--- src/rtl/spawn_scheduler.sv ---
// Spawn scheduler: arbitrates army/enemy spawn requests onto the shared stats/pixel ROM port,
// allocates the lowest free battle slot and tracks per-army-type deploy cooldowns.
module spawn_scheduler #(
  parameter int unsigned ARMY_SLOTS  = 8,
  parameter int unsigned ENEMY_SLOTS = 8,
  parameter logic [15:0] COOLDOWN    = 16'd600
) (
  input  logic                   clk_i,
  input  logic                   rst_i,
  input  logic                   tick_i,
  input  logic                   army_req_i,
  input  logic [2:0]             army_type_i,
  output logic                   army_ack_o,
  output logic                   army_nack_o,
  input  logic                   enemy_req_i,
  input  logic [1:0]             enemy_type_i,
  output logic                   enemy_ack_o,
  output logic                   enemy_nack_o,
  output logic                   rom_sel_o,
  output logic [2:0]             rom_addr_o,
  input  logic [37:0]            rom_stats_i,
  input  logic [18:0]            rom_pixel_i,
  output logic                   wr_en_o,
  output logic                   wr_side_o,
  output logic [2:0]             wr_slot_o,
  output logic [37:0]            wr_stats_o,
  output logic [18:0]            wr_pixel_o,
  input  logic                   free_vld_i,
  input  logic                   free_side_i,
  input  logic [2:0]             free_idx_i,
  output logic [ARMY_SLOTS-1:0]  army_busy_o,
  output logic [ENEMY_SLOTS-1:0] enemy_busy_o,
  output logic [7:0]             cd_busy_o
);

  typedef enum logic [1:0] {StIdle, StFetch, StWrite} state_e;

  state_e                 state_q, state_d;
  logic                   side_q, side_d;
  logic [2:0]             type_q, type_d;
  logic [2:0]             slot_q, slot_d;
  logic                   rr_q, rr_d;  // 0: army has priority, 1: enemy
  logic [37:0]            stats_q, stats_d;
  logic [18:0]            pixel_q, pixel_d;
  logic [ARMY_SLOTS-1:0]  army_busy_q, army_busy_d;
  logic [ENEMY_SLOTS-1:0] enemy_busy_q, enemy_busy_d;
  logic [15:0]            cd_q [8];
  logic [15:0]            cd_d [8];

  logic       is_idle, is_fetch, is_write;
  logic       army_free_any, enemy_free_any;
  logic [2:0] army_free_idx, enemy_free_idx;
  logic       army_elig, enemy_elig, grant_army, grant_enemy;
  logic       free_reserved;

  assign is_idle  = (state_q == StIdle);
  assign is_fetch = (state_q == StFetch);
  assign is_write = (state_q == StWrite);

  // Lowest-index free slot per side.
  always_comb begin
    army_free_any  = 1'b0;
    army_free_idx  = 3'd0;
    enemy_free_any = 1'b0;
    enemy_free_idx = 3'd0;
    for (int i = ARMY_SLOTS - 1; i >= 0; i--) begin
      if (!army_busy_q[i]) begin
        army_free_any = 1'b1;
        army_free_idx = 3'(i);
      end
    end
    for (int i = ENEMY_SLOTS - 1; i >= 0; i--) begin
      if (!enemy_busy_q[i]) begin
        enemy_free_any = 1'b1;
        enemy_free_idx = 3'(i);
      end
    end
  end

  always_comb begin
    for (int i = 0; i < 8; i++) begin
      cd_busy_o[i] = (cd_q[i] != 16'd0);
    end
  end

  assign army_elig    = is_idle & army_req_i & ~cd_busy_o[army_type_i] & army_free_any;
  assign enemy_elig   = is_idle & enemy_req_i & enemy_free_any;
  assign army_nack_o  = is_idle & army_req_i & ~army_elig;
  assign enemy_nack_o = is_idle & enemy_req_i & ~enemy_elig;
  assign grant_army   = army_elig & (~enemy_elig | ~rr_q);
  assign grant_enemy  = enemy_elig & ~grant_army;

  always_comb begin
    state_d = state_q;
    side_d  = side_q;
    type_d  = type_q;
    slot_d  = slot_q;
    rr_d    = rr_q;
    stats_d = stats_q;
    pixel_d = pixel_q;
    unique case (state_q)
      StIdle: begin
        if (grant_army || grant_enemy) begin
          state_d = StFetch;
          side_d  = grant_enemy;
          type_d  = grant_enemy ? {1'b0, enemy_type_i} : army_type_i;
          slot_d  = grant_enemy ? enemy_free_idx : army_free_idx;
          rr_d    = grant_army;
        end
      end
      StFetch: begin
        state_d = StWrite;
        stats_d = rom_stats_i;
        pixel_d = rom_pixel_i;
      end
      StWrite: state_d = StIdle;
      default: state_d = StIdle;
    endcase
  end

  // The slot latched for the in-flight spawn cannot be released until it is written.
  assign free_reserved = ~is_idle & (free_side_i == side_q) & (free_idx_i == slot_q);

  always_comb begin
    army_busy_d  = army_busy_q;
    enemy_busy_d = enemy_busy_q;
    for (int i = 0; i < ARMY_SLOTS; i++) begin
      if (free_vld_i && !free_side_i && !free_reserved && free_idx_i == 3'(i)) begin
        army_busy_d[i] = 1'b0;
      end
      if (is_write && !side_q && slot_q == 3'(i)) army_busy_d[i] = 1'b1;
    end
    for (int i = 0; i < ENEMY_SLOTS; i++) begin
      if (free_vld_i && free_side_i && !free_reserved && free_idx_i == 3'(i)) begin
        enemy_busy_d[i] = 1'b0;
      end
      if (is_write && side_q && slot_q == 3'(i)) enemy_busy_d[i] = 1'b1;
    end
  end

  always_comb begin
    for (int i = 0; i < 8; i++) begin
      cd_d[i] = cd_q[i];
      if (tick_i && cd_q[i] != 16'd0) cd_d[i] = cd_q[i] - 16'd1;
      if (is_write && !side_q && type_q == 3'(i)) cd_d[i] = COOLDOWN;
    end
  end

  always_ff @(posedge clk_i or posedge rst_i) begin
    if (rst_i) begin
      state_q      <= StIdle;
      side_q       <= 1'b0;
      type_q       <= 3'd0;
      slot_q       <= 3'd0;
      rr_q         <= 1'b0;
      stats_q      <= 38'd0;
      pixel_q      <= 19'd0;
      army_busy_q  <= '0;
      enemy_busy_q <= '0;
      for (int i = 0; i < 8; i++) cd_q[i] <= 16'd0;
    end else begin
      state_q      <= state_d;
      side_q       <= side_d;
      type_q       <= type_d;
      slot_q       <= slot_d;
      rr_q         <= rr_d;
      stats_q      <= stats_d;
      pixel_q      <= pixel_d;
      army_busy_q  <= army_busy_d;
      enemy_busy_q <= enemy_busy_d;
      for (int i = 0; i < 8; i++) cd_q[i] <= cd_d[i];
    end
  end

  assign rom_sel_o    = is_fetch & side_q;
  assign rom_addr_o   = is_fetch ? type_q : 3'd0;
  assign wr_en_o      = is_write;
  assign wr_side_o    = is_write & side_q;
  assign wr_slot_o    = is_write ? slot_q : 3'd0;
  assign wr_stats_o   = is_write ? stats_q : 38'd0;
  assign wr_pixel_o   = is_write ? pixel_q : 19'd0;
  assign army_ack_o   = is_write & ~side_q;
  assign enemy_ack_o  = is_write & side_q;
  assign army_busy_o  = army_busy_q;
  assign enemy_busy_o = enemy_busy_q;

endmodule

--- config.mk ---
export PLATFORM = sky130hd
export DESIGN_NAME = spawn_scheduler
export DESIGN_NICKNAME = d
export VERILOG_FILES = /design/src/rtl/spawn_scheduler.sv
export SDC_FILE = /design/constraint.sdc
export NUM_CORES = 1
export LEC_CHECK = 0
export ABC_AREA = 1
export CORE_UTILIZATION = 50
export DETAILED_ROUTE_END_ITERATION = 10
export PLACE_DENSITY_LB_ADDON = 0.12
export SYNTH_ARGS = -nofsm -noshare
export SYNTH_HDL_FRONTEND = slang
export SYNTH_SLANG_ARGS = --single-unit
--- constraint.sdc ---
create_clock -name clk_i -period 10.7 [get_ports clk_i]
set_input_delay 2.14 -clock clk_i [delete_from_list [all_inputs] [get_ports clk_i]]
set_output_delay 2.14 -clock clk_i [all_outputs]
set_load 0.02 [all_outputs]
Yosys cells after proc, flatten, opt, wreduce, memory -nomap -nowiden. Index checks and enable logic that the tools add are counted.

Register bits: 211. Bits in latches: 0. RAM bits: 0. Bits in read-only memories: 0. Input port bits: 72. Output and inout bits: 94. Word-level logic and storage cells: 273. Memories kept: 0.

Add/sub/neg operators: 8. Multiply operators: 0. Div/mod/pow operators: 0. Order comparisons: 1. Equality and inequality tests: 26. Shift operators: 0. Multiplexer cells: 90. Bitwise operators: 22. Reduce and logical (&&, ||, !) cells: 95.

Operator list (count): $mux 16 (16); $reduce_bool 16->1 (8); $sub 16x1->16 const B (8); $mux 3 (20); $logic_and 1x1->1 (54); $mux 1 (49); $reduce_bool 2->1 (24); $mux 38 (1); $eq 3x3->1 const B (12); $mux 19 (1); $eq 3x2->1 const B (6); $and 1x1->1 (14); $eq 3x1->1 const B (3); $logic_not 3->1 (3); $not 1->1 (7); $lt 3x4->1 const B (1); $pmux 2 s2 (1); $bmux 1 s3 (1); $eq 3x3->1 (1); $logic_not 1->1 (3); $eq 2x1->1 const B (1); $eq 2x2->1 const B (1); $logic_not 2->1 (1); $mux 2 (1); 5 further kinds (5).

Depth between registers and ports, before layout. Gate-level depths: netlist of the first run.

Depth in word-level cells: 17. Depth in mapped cells: 15. Mapped depth without buffers: 15.

Least setup slack after synthesis of the first run. Ideal clock, no wire load.

Path kind: input to output. Start point: input army_type_i[0]. End point: output army_nack_o. Arrival: 2.815 ns. Data required time: 8.560 ns. Setup slack: 5.745 ns. Cell stages on the path: 8. Buffers on the path: 0. Cell sequence: inv_1 -> nand3_1 -> nand3_1 -> nand2_1 -> nand2_2 -> nand3_2 -> nand3_1 -> inv_1.

Word-level cells in the longest chain between the ends: 7.

Ends and longest elaborated chain: start: declaration (RTL line 12) `input logic [2:0] army_type_i,`; $bmux 1 s3 (RTL line 86) `assign army_elig = is_idle & army_req_i & ~cd_busy_o[army_type_i] & army_free_any;`; $mux 1 (not written as such) (RTL line 86); $not 1->1 (RTL line 86); $and 1x1->1 (2 in a row) (RTL line 86); $not 1->1 (RTL line 88) `assign army_nack_o = is_idle & army_req_i & ~army_elig;`; $and 1x1->1 (RTL line 88); end: declaration (RTL line 14) `output logic army_nack_o,`.

No other way between the ends. The select of a mux whose other input is x is not followed.

Final worst setup path of the first run. Ends and elaborated chain as after synthesis.

==> results.py, run 1 <==
metrics = {
    "worst_setup_path": {
        "end_kind": "primary output",
        "cp_max_fo": 5,
        "r2r-end": "cd_q[79]$_DFFE_PP0P_",
        "start_kind": "primary input",
        "rrSetupSlack_ns": 8.44,
        "rr_worst_depth": 10,
        "critical_path_class": "primary input to primary output",
        "cp.arrival_ns": 3.98,
        "r2r-start": "state_q[0]$_DFFE_PP0P_",
        "worstPathRequired_ns": 8.56,
    },
    "grt": {
        "grt_util_met1_pct": 33.03,
        "grt_pass1_vias": 9439,
        "busiest_layer": "met2",
        "grt_use_met2_pct": 37.13,
        "grt_pass1_wl_mm": 46.00,
        "antenna_found_initial": 2,
        "use_met3_pct": 6.854,
        "grt_max_degree": 120,
        "grtUsageTotal_pct": 24.12,
        "grt_overflow": 0,
    },
    "clock_network": {
        "clock_latency_ns": 0.52,
        "cts-root-buf": "clkbuf_16",
        "ctsHoldBuffers": 0,
        "cts_tree": "yes",
        "cts_num_sinks": 211,
        "clkSlewWorstSetupHoldPaths_ns": 0.05,
        "cts-buffers-inserted": 24,
        "post-cts-setup-buffers": 0,
        "clockBufferDepth": 3,
        "htreeDepth": 1,
        "cts_resized": 0,
    },
    "floorplan": {
        "num_rows": 54,
        "dieHeight_um": 152.4,
        "die-width_um": 152.4,
        "die-area_um2": 23220,
        "core_um2": 22030,
        "ios": 166,
        "initial_core_util_pct": 51.32,
    },
    "timing": {
        "max_slew_margin_pct": 29.25,
        "tns_ns": 0,
        "worst_pin_slew_ns": 1.061,
        "hold_violations": 0,
        "max_clock_freq_ghz": 0.1633,
        "slew_viol_final": 0,
        "skew_ns": 0.01096,
        "finalCritPeriodShare_pct": 57.23,
        "finalSetupViolations": 0,
        "rsz0062_at_grt": "false",
        "worst_slack_ns": 4.576,
        "min_period_ns": 6.124,
    },
    "power_and_ir_drop": {
        "power_leakage_nw": 6.560,
        "power.density_nw_per_um2": 265.8,
        "peakVddDrop_mv": 0.1667,
    },
    "layout": {
        "antenna_cells": 0,
        "n_fill_cell": 1910,
        "mostFrequentLayoutCells": "nand2_1, dfrtp_1, inv_1",
        "drive_gt1_share_pct": 8.238,
        "area.growth.synth_to_final_pct": 23.96,
        "final_common_cell": "nand2_1",
        "final_nets": 1734,
    },
    "routing": {
        "drt_iter0_markers": 620,
        "drtAntennaViolNets": 0,
        "wl_mm": 27.71,
        "drc": 0,
        "wl_per_cell_um": 14.26,
        "viasPerCell": 5.128,
        "num_vias": 9964,
        "first_pass_iters": 6,
    },
    "placed_design": {
        "hpwlAfterDp_mm": 20.11,
        "io_buffers": 165,
        "dpl_worst_slack_ns": 4.582,
        "gp_congestion": 0.8917,
    },
    "synthesis": {
        "syn_nets": 1567,
        "syn_avg_cell_area_um2": 7.643,
        "synth_seq_cells": 211,
        "yosysUniqueCellTypes": 48,
        "synth.yosys.warnings": 0,
        "synth_area_um2": 11300,
        "post_synth_inst_count": 1479,
        "synth-seq-area-share_pct": 46.71,
    },
    "run": {
        "max_cap_viol_count": 0,
    },
    "worst_hold_path": {
        "holdPathEnd": "cd_q[14]$_DFFE_PP0P_",
        "worstHoldStart": "cd_q[14]$_DFFE_PP0P_",
        "hold_path_class": "register to register",
        "min_path_cells": 1,
    },
    "status": {
        "status": "completed",
    },
}
[final cells by class]
| cell class | instances | area, um2 | share of cell area (%) |
|---|---|---|---|
| clock buffers | 36 | 757.0 | 5.402 |
| well taps | 280 | 350.3 | 2.500 |
| flip-flops and latches | 211 | 5280 | 37.68 |
| multi-input cells | 1007 | 5020 | 35.82 |
| repair buffers | 169 | 1682 | 12.00 |
| clock inverters | 7 | 35.03 | 0.2500 |
| inverters | 233 | 889.6 | 6.348 |
[worst max-delay path, stage by stage]
cell	delay [ns]
clkdlybuf4s50_1	0.55
inv_1	0.11
nand3_1	0.10
nand3_1	0.07
nand2_1	0.08
nand2_2	0.08
nand3_2	0.11
nand3_1	0.08
inv_1	0.07
clkdlybuf4s50_1	0.60
[through the flow]
step                      hold WS, ns  area, um2  utilization, %  total power, mW  cells
after floorplan                0.4250      11300               -            2.410   1479
after global routing           0.4815      14010           63.62            4.019   1943
after global placement         0.4407      13220           60.03            2.878   1900
after detailed placement       0.4537      13220           60.03            2.915   1900
after CTS                      0.4591      14010           63.62            3.750   1943
final                          0.4621      14010           63.62            3.725   1943
[worst max path at each step]
stage                         from                    endpoint
floorplan                    rst_i  army_busy_o[0]$_DFFE_PP0P_
global placement    army_type_i[0]                 army_nack_o
detailed placement  army_type_i[0]                 army_nack_o
CTS                 army_type_i[0]                 army_nack_o
global route        army_type_i[0]                 army_nack_o
finish              army_type_i[0]                 army_nack_o
[logic make-up (layout without fill, tap and decap cells)]
group           Yosys count  in the layout  synth area share, %
compound gates          257            257                11.98
xor+xnor                  9              9               0.6972
fa+ha+maj                16             16                1.771
buf+inv                 261            445                8.888
flops                   211            211                46.71
simple gates            725            725                29.96
[where the power goes]
part / total (mW) / switching, mW / internal (mW)
Sequential: 1.41 / 0.273 / 1.14
Combinational: 1.50 / 0.938 / 0.564
Clock: 0.813 / 0.327 / 0.486
[per-layer routing]
layer / share of wire, % / vias up / routed length [um]
met5: 0.047 / - / 13
met4: 2.7 / 2 / 758
met3: 7.8 / 54 / 2162
met2: 43 / 288 / 11920
met1: 46 / 4520 / 12860
li1: - / 5100 / -
[sequential cells by signal (all words and copies together) (netlist names)]
| signal | count |
|---|---|
| rr_q | 1 |
| stats_q | 38 |
| state_q | 2 |
| side_q | 1 |
| type_q | 3 |
| enemy_busy_o | 8 |
| army_busy_o | 8 |
| cd_q | 128 |
| slot_q | 3 |
| pixel_q | 19 |
[synth_stat cells, drive strengths merged]
cell | count | area share (%)
nor3b | 6 | 0.53
o211ai | 2 | 0.13
a21boi | 2 | 0.13
o22ai | 11 | 0.61
and3 | 1 | 0.055
clkinv | 2 | 0.11
ha | 16 | 1.8
dfrtp | 211 | 47
o31ai | 5 | 0.33
nor2 | 239 | 9.5
or2 | 6 | 0.33
nand2 | 294 | 10
nor3 | 53 | 2.6
nand3b | 6 | 0.40
o21a | 5 | 0.33
clkbuf | 16 | 0.53
nand3 | 78 | 3.6
nor4 | 10 | 0.61
or3b | 1 | 0.077
or3 | 1 | 0.055
xnor2 | 4 | 0.31
a31oi | 3 | 0.17
a21oi | 76 | 3.5
buf | 12 | 0.55
nand4 | 30 | 1.9
xor2 | 5 | 0.39
o21ai | 153 | 6.8
inv | 231 | 7.7
Power figures use the tool's default switching activity.
==> run 2, diff against run 1 <==
clock period = 5.7 ns   (was 10.7 ns; I/O delays follow)
==> results.py, run 2 (synthesized netlist as in run 1, its figures left out) <==
metrics = {
    "placed_design": {
        "io_buffers": 165,
        "dpl_worst_slack_ns": 1.543,
        "gp_congestion": 0.9076,
        "postPlaceCellArea_um2": 13240,
        "hpwlAfterDp_mm": 19.88,
    },
    "worst_setup_path": {
        "start_kind": "primary input",
        "end_kind": "primary output",
        "rr_worst_depth": 10,
        "rrSetupSlack_ns": 3.43,
        "critical_path_class": "primary input to primary output",
        "worstPathRequired_ns": 4.56,
        "r2r-end": "cd_q[79]$_DFFE_PP0P_",
        "cp_max_fo": 5,
        "startpoint": "army_type_i[0]",
        "endpoint": "army_nack_o",
        "cp.arrival_ns": 3.00,
        "r2r-start": "state_q[0]$_DFFE_PP0P_",
    },
    "layout": {
        "mostFrequentLayoutCells": "nand2_1, dfrtp_1, inv_1",
        "largest_reg_flops": 128,
        "final_nets": 1733,
        "area.growth.synth_to_final_pct": 24.50,
        "drive_gt1_share_pct": 8.002,
        "regMostFlops": "cd_q",
        "postLayoutCellArea_um2": 14070,
        "final_common_cell": "nand2_1",
        "largestRegisters": "cd_q: 128 flops, stats_q: 38 flops, pixel_q: 19 flops",
    },
    "timing": {
        "max_slew_margin_pct": 29.15,
        "finalCritPeriodShare_pct": 72.67,
        "hold_violations": 0,
        "worst_slack_ns": 1.558,
        "rsz0062_at_grt": "false",
        "tns_ns": 0,
        "max_clock_freq_ghz": 0.2414,
        "finalSetupViolations": 0,
        "skew_ns": 0.008171,
        "slew_viol_final": 0,
        "worst_pin_slew_ns": 1.063,
        "min_period_ns": 4.142,
    },
    "clock_network": {
        "cts_num_sinks": 211,
        "htreeDepth": 1,
        "cts-root-buf": "clkbuf_16",
        "cts-buffers-inserted": 24,
        "clockBufferDepth": 3,
        "cts_tree": "yes",
        "clkSlewWorstSetupHoldPaths_ns": 0.06,
        "clock_latency_ns": 0.51,
        "cts_resized": 0,
        "ctsHoldBuffers": 0,
        "post-cts-setup-buffers": 0,
    },
    "status": {
        "violations": "design-rule violations",
        "status": "finished, violations left",
    },
    "floorplan": {
        "dieHeight_um": 152.4,
        "ios": 166,
        "num_rows": 54,
        "die-area_um2": 23220,
        "core_um2": 22030,
        "initial_core_util_pct": 51.32,
        "die-width_um": 152.4,
    },
    "routing": {
        "wl_met1_mm": 12.50,
        "wl_per_cell_um": 14.06,
        "drtAntennaViolNets": 0,
        "drc": 1,
        "num_vias": 10050,
        "drt_iter0_markers": 563,
        "wl_mm": 27.32,
        "topRoutingLayerUsed": "met4",
        "first_pass_iters": 8,
        "dr_wl_met3_mm": 2.020,
        "viasPerCell": 5.170,
        "route.met2.wl_mm": 12.15,
    },
    "grt": {
        "grt_overflow": 0,
        "grt_pass1_vias": 9608,
        "grtUsageTotal_pct": 24.25,
        "antenna_found_initial": 1,
        "grt_max_degree": 122,
        "grt_pass1_wl_mm": 46.46,
    },
    "worst_hold_path": {
        "hold_path_class": "register to register",
    },
    "run": {
        "max_cap_viol_count": 0,
    },
    "power_and_ir_drop": {
        "power.density_nw_per_um2": 502.2,
        "peakVddDrop_mv": 0.3127,
        "power_leakage_nw": 6.571,
    },
}
run 2: changes by cell type in the layout (fill, tap and decap cells not counted):
cell and delta:
buf_12 +2, buf_4 -3, bufinv_16 +3, clkbuf_1 +3, clkbuf_8 -3, clkinv_2 -3
clkinvlp_4 +1, diode_2 +1, inv_8 -1
run 2: metrics by stage:
step / instances / util (%) / hold slack [ns] / power [mW]
6_report: 1943 / 63.90 / 0.4619 / 7.068
3_5_place_dp: 1899 / 60.09 / 0.4532 / 5.461
2_1_floorplan: 1479 / - / 0.4250 / 4.525
3_3_place_gp: 1899 / 60.09 / 0.4474 / 5.385
5_1_grt: 1943 / 63.90 / 0.4947 / 7.632
4_1_cts: 1942 / 63.89 / 0.4659 / 7.115
run 2: critical path, stage by stage:
cell             delay [ns]
clkdlybuf4s50_1        0.54
inv_1                  0.12
nand3_1                0.10
nand3_1                0.08
nand2_1                0.08
nand2_2                0.08
nand3_2                0.12
nand3_1                0.08
inv_1                  0.07
clkdlybuf4s50_1        0.60
run 2: report_power, final:
| group | internal (mW) | leakage, nW | switching [mW] |
|---|---|---|---|
| clock | 1.01 | 0.415 | 0.606 |
| sequential | 2.14 | 2.63 | 0.508 |
| combinational | 1.06 | 3.53 | 1.75 |
| total | 4.21 | 6.57 | 2.86 |
run 2: worst min path at each step:
stage / startpoint / endpoint / depth (start not counted)
floorplan: cd_q[13]$_DFFE_PP0P_ / cd_q[13]$_DFFE_PP0P_ / 1
global placement: cd_q[13]$_DFFE_PP0P_ / cd_q[13]$_DFFE_PP0P_ / 1
CTS: cd_q[126]$_DFFE_PP0P_ / cd_q[126]$_DFFE_PP0P_ / 1
finish: cd_q[21]$_DFFE_PP0P_ / cd_q[21]$_DFFE_PP0P_ / 1
detailed placement: cd_q[13]$_DFFE_PP0P_ / cd_q[13]$_DFFE_PP0P_ / 1
global route: cd_q[21]$_DFFE_PP0P_ / cd_q[21]$_DFFE_PP0P_ / 1
run 2: layout make-up:
class | count | area [um2]
clock inverters | 7 | 110.1
repair buffers | 168 | 1699
multi-input cells | 1007 | 5020
fillers | 1933 | 7951
flip-flops and latches | 211 | 5280
diodes | 1 | 2.502
inverters | 233 | 885.9
well taps | 280 | 350.3
clock buffers | 36 | 726.9
run 2: routing by layer:
layer  global-route usage (%)  up-vias
met5                        0        -
met4                    6.171        0
met3                    6.570       39
met2                    38.75      255
met1                    32.65     4658
li1                         -     5094
==> run 3, diff against run 2 <==
clock period = 3.6 ns   (was 5.7 ns; I/O delays follow)
==> results.py, run 3 (synthesized netlist as in run 1, its figures left out) <==
metrics = {
    "status": {
        "status": "finished, violations left",
        "violations": "design-rule violations",
    },
    "clock_network": {
        "cts-root-buf": "clkbuf_16",
        "cts-buffers-inserted": 25,
        "cts_tree": "yes",
        "clock_latency_ns": 0.54,
        "post-cts-setup-buffers": 0,
        "clockBufferDepth": 3,
        "cts_num_sinks": 211,
        "ctsHoldBuffers": 0,
        "clkSlewWorstSetupHoldPaths_ns": 0.06,
        "cts_resized": 0,
        "htreeDepth": 1,
    },
    "layout": {
        "regArea_um2": 5280,
        "regMostFlops": "cd_q",
        "antenna_cells": 0,
        "drive_gt1_share_pct": 8.228,
        "largest_reg_flops": 128,
        "multi_input_area_um2": 5020,
        "n_fill_cell": 1934,
        "mostFrequentLayoutCells": "nand2_1, dfrtp_1, inv_1",
        "final_common_cell": "nand2_1",
        "final_nets": 1740,
        "largestRegisters": "cd_q: 128 flops, stats_q: 38 flops, pixel_q: 19 flops",
        "area.growth.synth_to_final_pct": 24.77,
    },
    "placed_design": {
        "gp_congestion": 0.9000,
        "io_buffers": 165,
        "hpwlAfterDp_mm": 19.90,
    },
    "timing": {
        "max_clock_freq_ghz": 0.3051,
        "finalSetupViolations": 0,
        "tns_ns": 0,
        "slew_viol_final": 0,
        "min_period_ns": 3.278,
        "finalCritPeriodShare_pct": 91.04,
        "rsz0062_at_grt": "false",
        "hold_violations": 0,
        "worst_pin_slew_ns": 0.7698,
        "max_slew_margin_pct": 48.60,
        "skew_ns": 0.02651,
        "timing.hold.ws_ns": 0.4585,
    },
    "floorplan": {
        "die-area_um2": 23220,
        "initial_core_util_pct": 51.32,
        "num_rows": 54,
        "dieHeight_um": 152.4,
        "core_um2": 22030,
        "die-width_um": 152.4,
        "ios": 166,
    },
    "routing": {
        "drtAntennaViolNets": 0,
        "wl_per_cell_um": 13.98,
        "wl_mm": 27.20,
        "drt_iter0_markers": 588,
        "first_pass_iters": 8,
        "drc": 1,
        "viasPerCell": 5.115,
        "num_vias": 9948,
    },
    "worst_setup_path": {
        "path_common_cell": "inv_2",
        "worstPathRequired_ns": 2.88,
        "cp.arrival_ns": 2.56,
        "rrSetupSlack_ns": 1.56,
        "start_kind": "register",
        "cp_max_fo": 39,
        "max_stage_delay_ns": 0.59,
        "rr_worst_depth": 15,
        "end_kind": "primary output",
        "r2r-end": "type_q[1]$_DFFE_PP0P_",
        "slowest_stage": "clkdlybuf4s50_1",
        "r2r-start": "cd_q[96]$_DFFE_PP0P_",
        "worstPathCellList": "inv_2 > nor2_4 > inv_2 > buf_4 > nor2_1 > clkdlybuf4s50_1",
        "critical_path_class": "register to primary output",
    },
    "grt": {
        "grt_max_degree": 75,
        "antenna_found_initial": 0,
        "grt_overflow": 0,
        "grt_pass1_vias": 9373,
        "grt_pass1_wl_mm": 45.62,
        "grtUsageTotal_pct": 23.78,
    },
    "power_and_ir_drop": {
        "peakVddDrop_mv": 0.3953,
        "power_leakage_nw": 6.596,
        "power.density_nw_per_um2": 789.7,
    },
    "worst_hold_path": {
        "hold_path_class": "register to register",
        "min_path_cells": 1,
        "worstHoldStart": "cd_q[5]$_DFFE_PP0P_",
        "holdPathEnd": "cd_q[5]$_DFFE_PP0P_",
    },
    "run": {
        "max_cap_viol_count": 0,
    },
}
run 3: stage by stage:
stage / std cells / util [%] / instance area (um2) / worst slack (ns) / power, mW
finish: 1945 / 64.04 / 14100 / 0.3225 / 11.14
floorplan: 1479 / - / 11310 / 0.1378 / 7.165
global route: 1945 / 64.04 / 14100 / 0.1567 / 12.04
global placement: 1905 / 60.35 / 13290 / 0.1714 / 8.550
CTS: 1945 / 64.03 / 14100 / 0.09418 / 11.21
detailed placement: 1905 / 60.35 / 13290 / 0.1341 / 8.650
run 3: final cells by class:
type                            instances  share of cell area (%)
Clock buffer                           34                   5.030
Tap cell                              280                   2.484
Timing Repair Buffer                  174                   12.47
Multi-Input combinational cell       1007                   35.59
Inverter                              233                   6.280
Sequential cell                       211                   37.43
Clock inverter                          6                  0.7097
run 3: power by group:
part | switching, mW | leakage, nW | internal, mW
logic | 2.78 | 3.58 | 1.69
registers | 0.797 | 2.63 | 3.38
clock network | 0.978 | 0.391 | 1.51
total | 4.56 | 6.60 | 6.58
run 3: worst max-delay path by stage:
stage | cells after the start | from | endpoint | slack [ns]
floorplan | 1 | rst_i | army_busy_o[0]$_DFFE_PP0P_ | 0.14
global placement | 10 | army_type_i[0] | army_nack_o | 0.17
detailed placement | 10 | army_type_i[0] | army_nack_o | 0.13
CTS | 14 | cd_q[96]$_DFFE_PP0P_ | army_nack_o | 0.09
global route | 6 | state_q[1]$_DFFE_PP0P_ | wr_stats_o[9] | 0.16
finish | 6 | state_q[1]$_DFFE_PP0P_ | wr_stats_o[5] | 0.32
run 3: metal layers:
| metal | vias up | part of all wire, % | track usage (%) |
|---|---|---|---|
| li1 | 5110 | - | - |
| met2 | 250 | 44 | 37.68 |
| met4 | 0 | 1.9 | 5.879 |
| met3 | 33 | 7.2 | 6.513 |
| met1 | 4555 | 46 | 32.31 |
| met5 | - | 0 | 0 |
run 3: worst max-delay path: cells and delay by family (launching register included):
kind,cells,cell delay (ns)
AND/OR/NAND/NOR,2,0.17
flip-flops,1,0.40
buffers and inverters,4,1.43
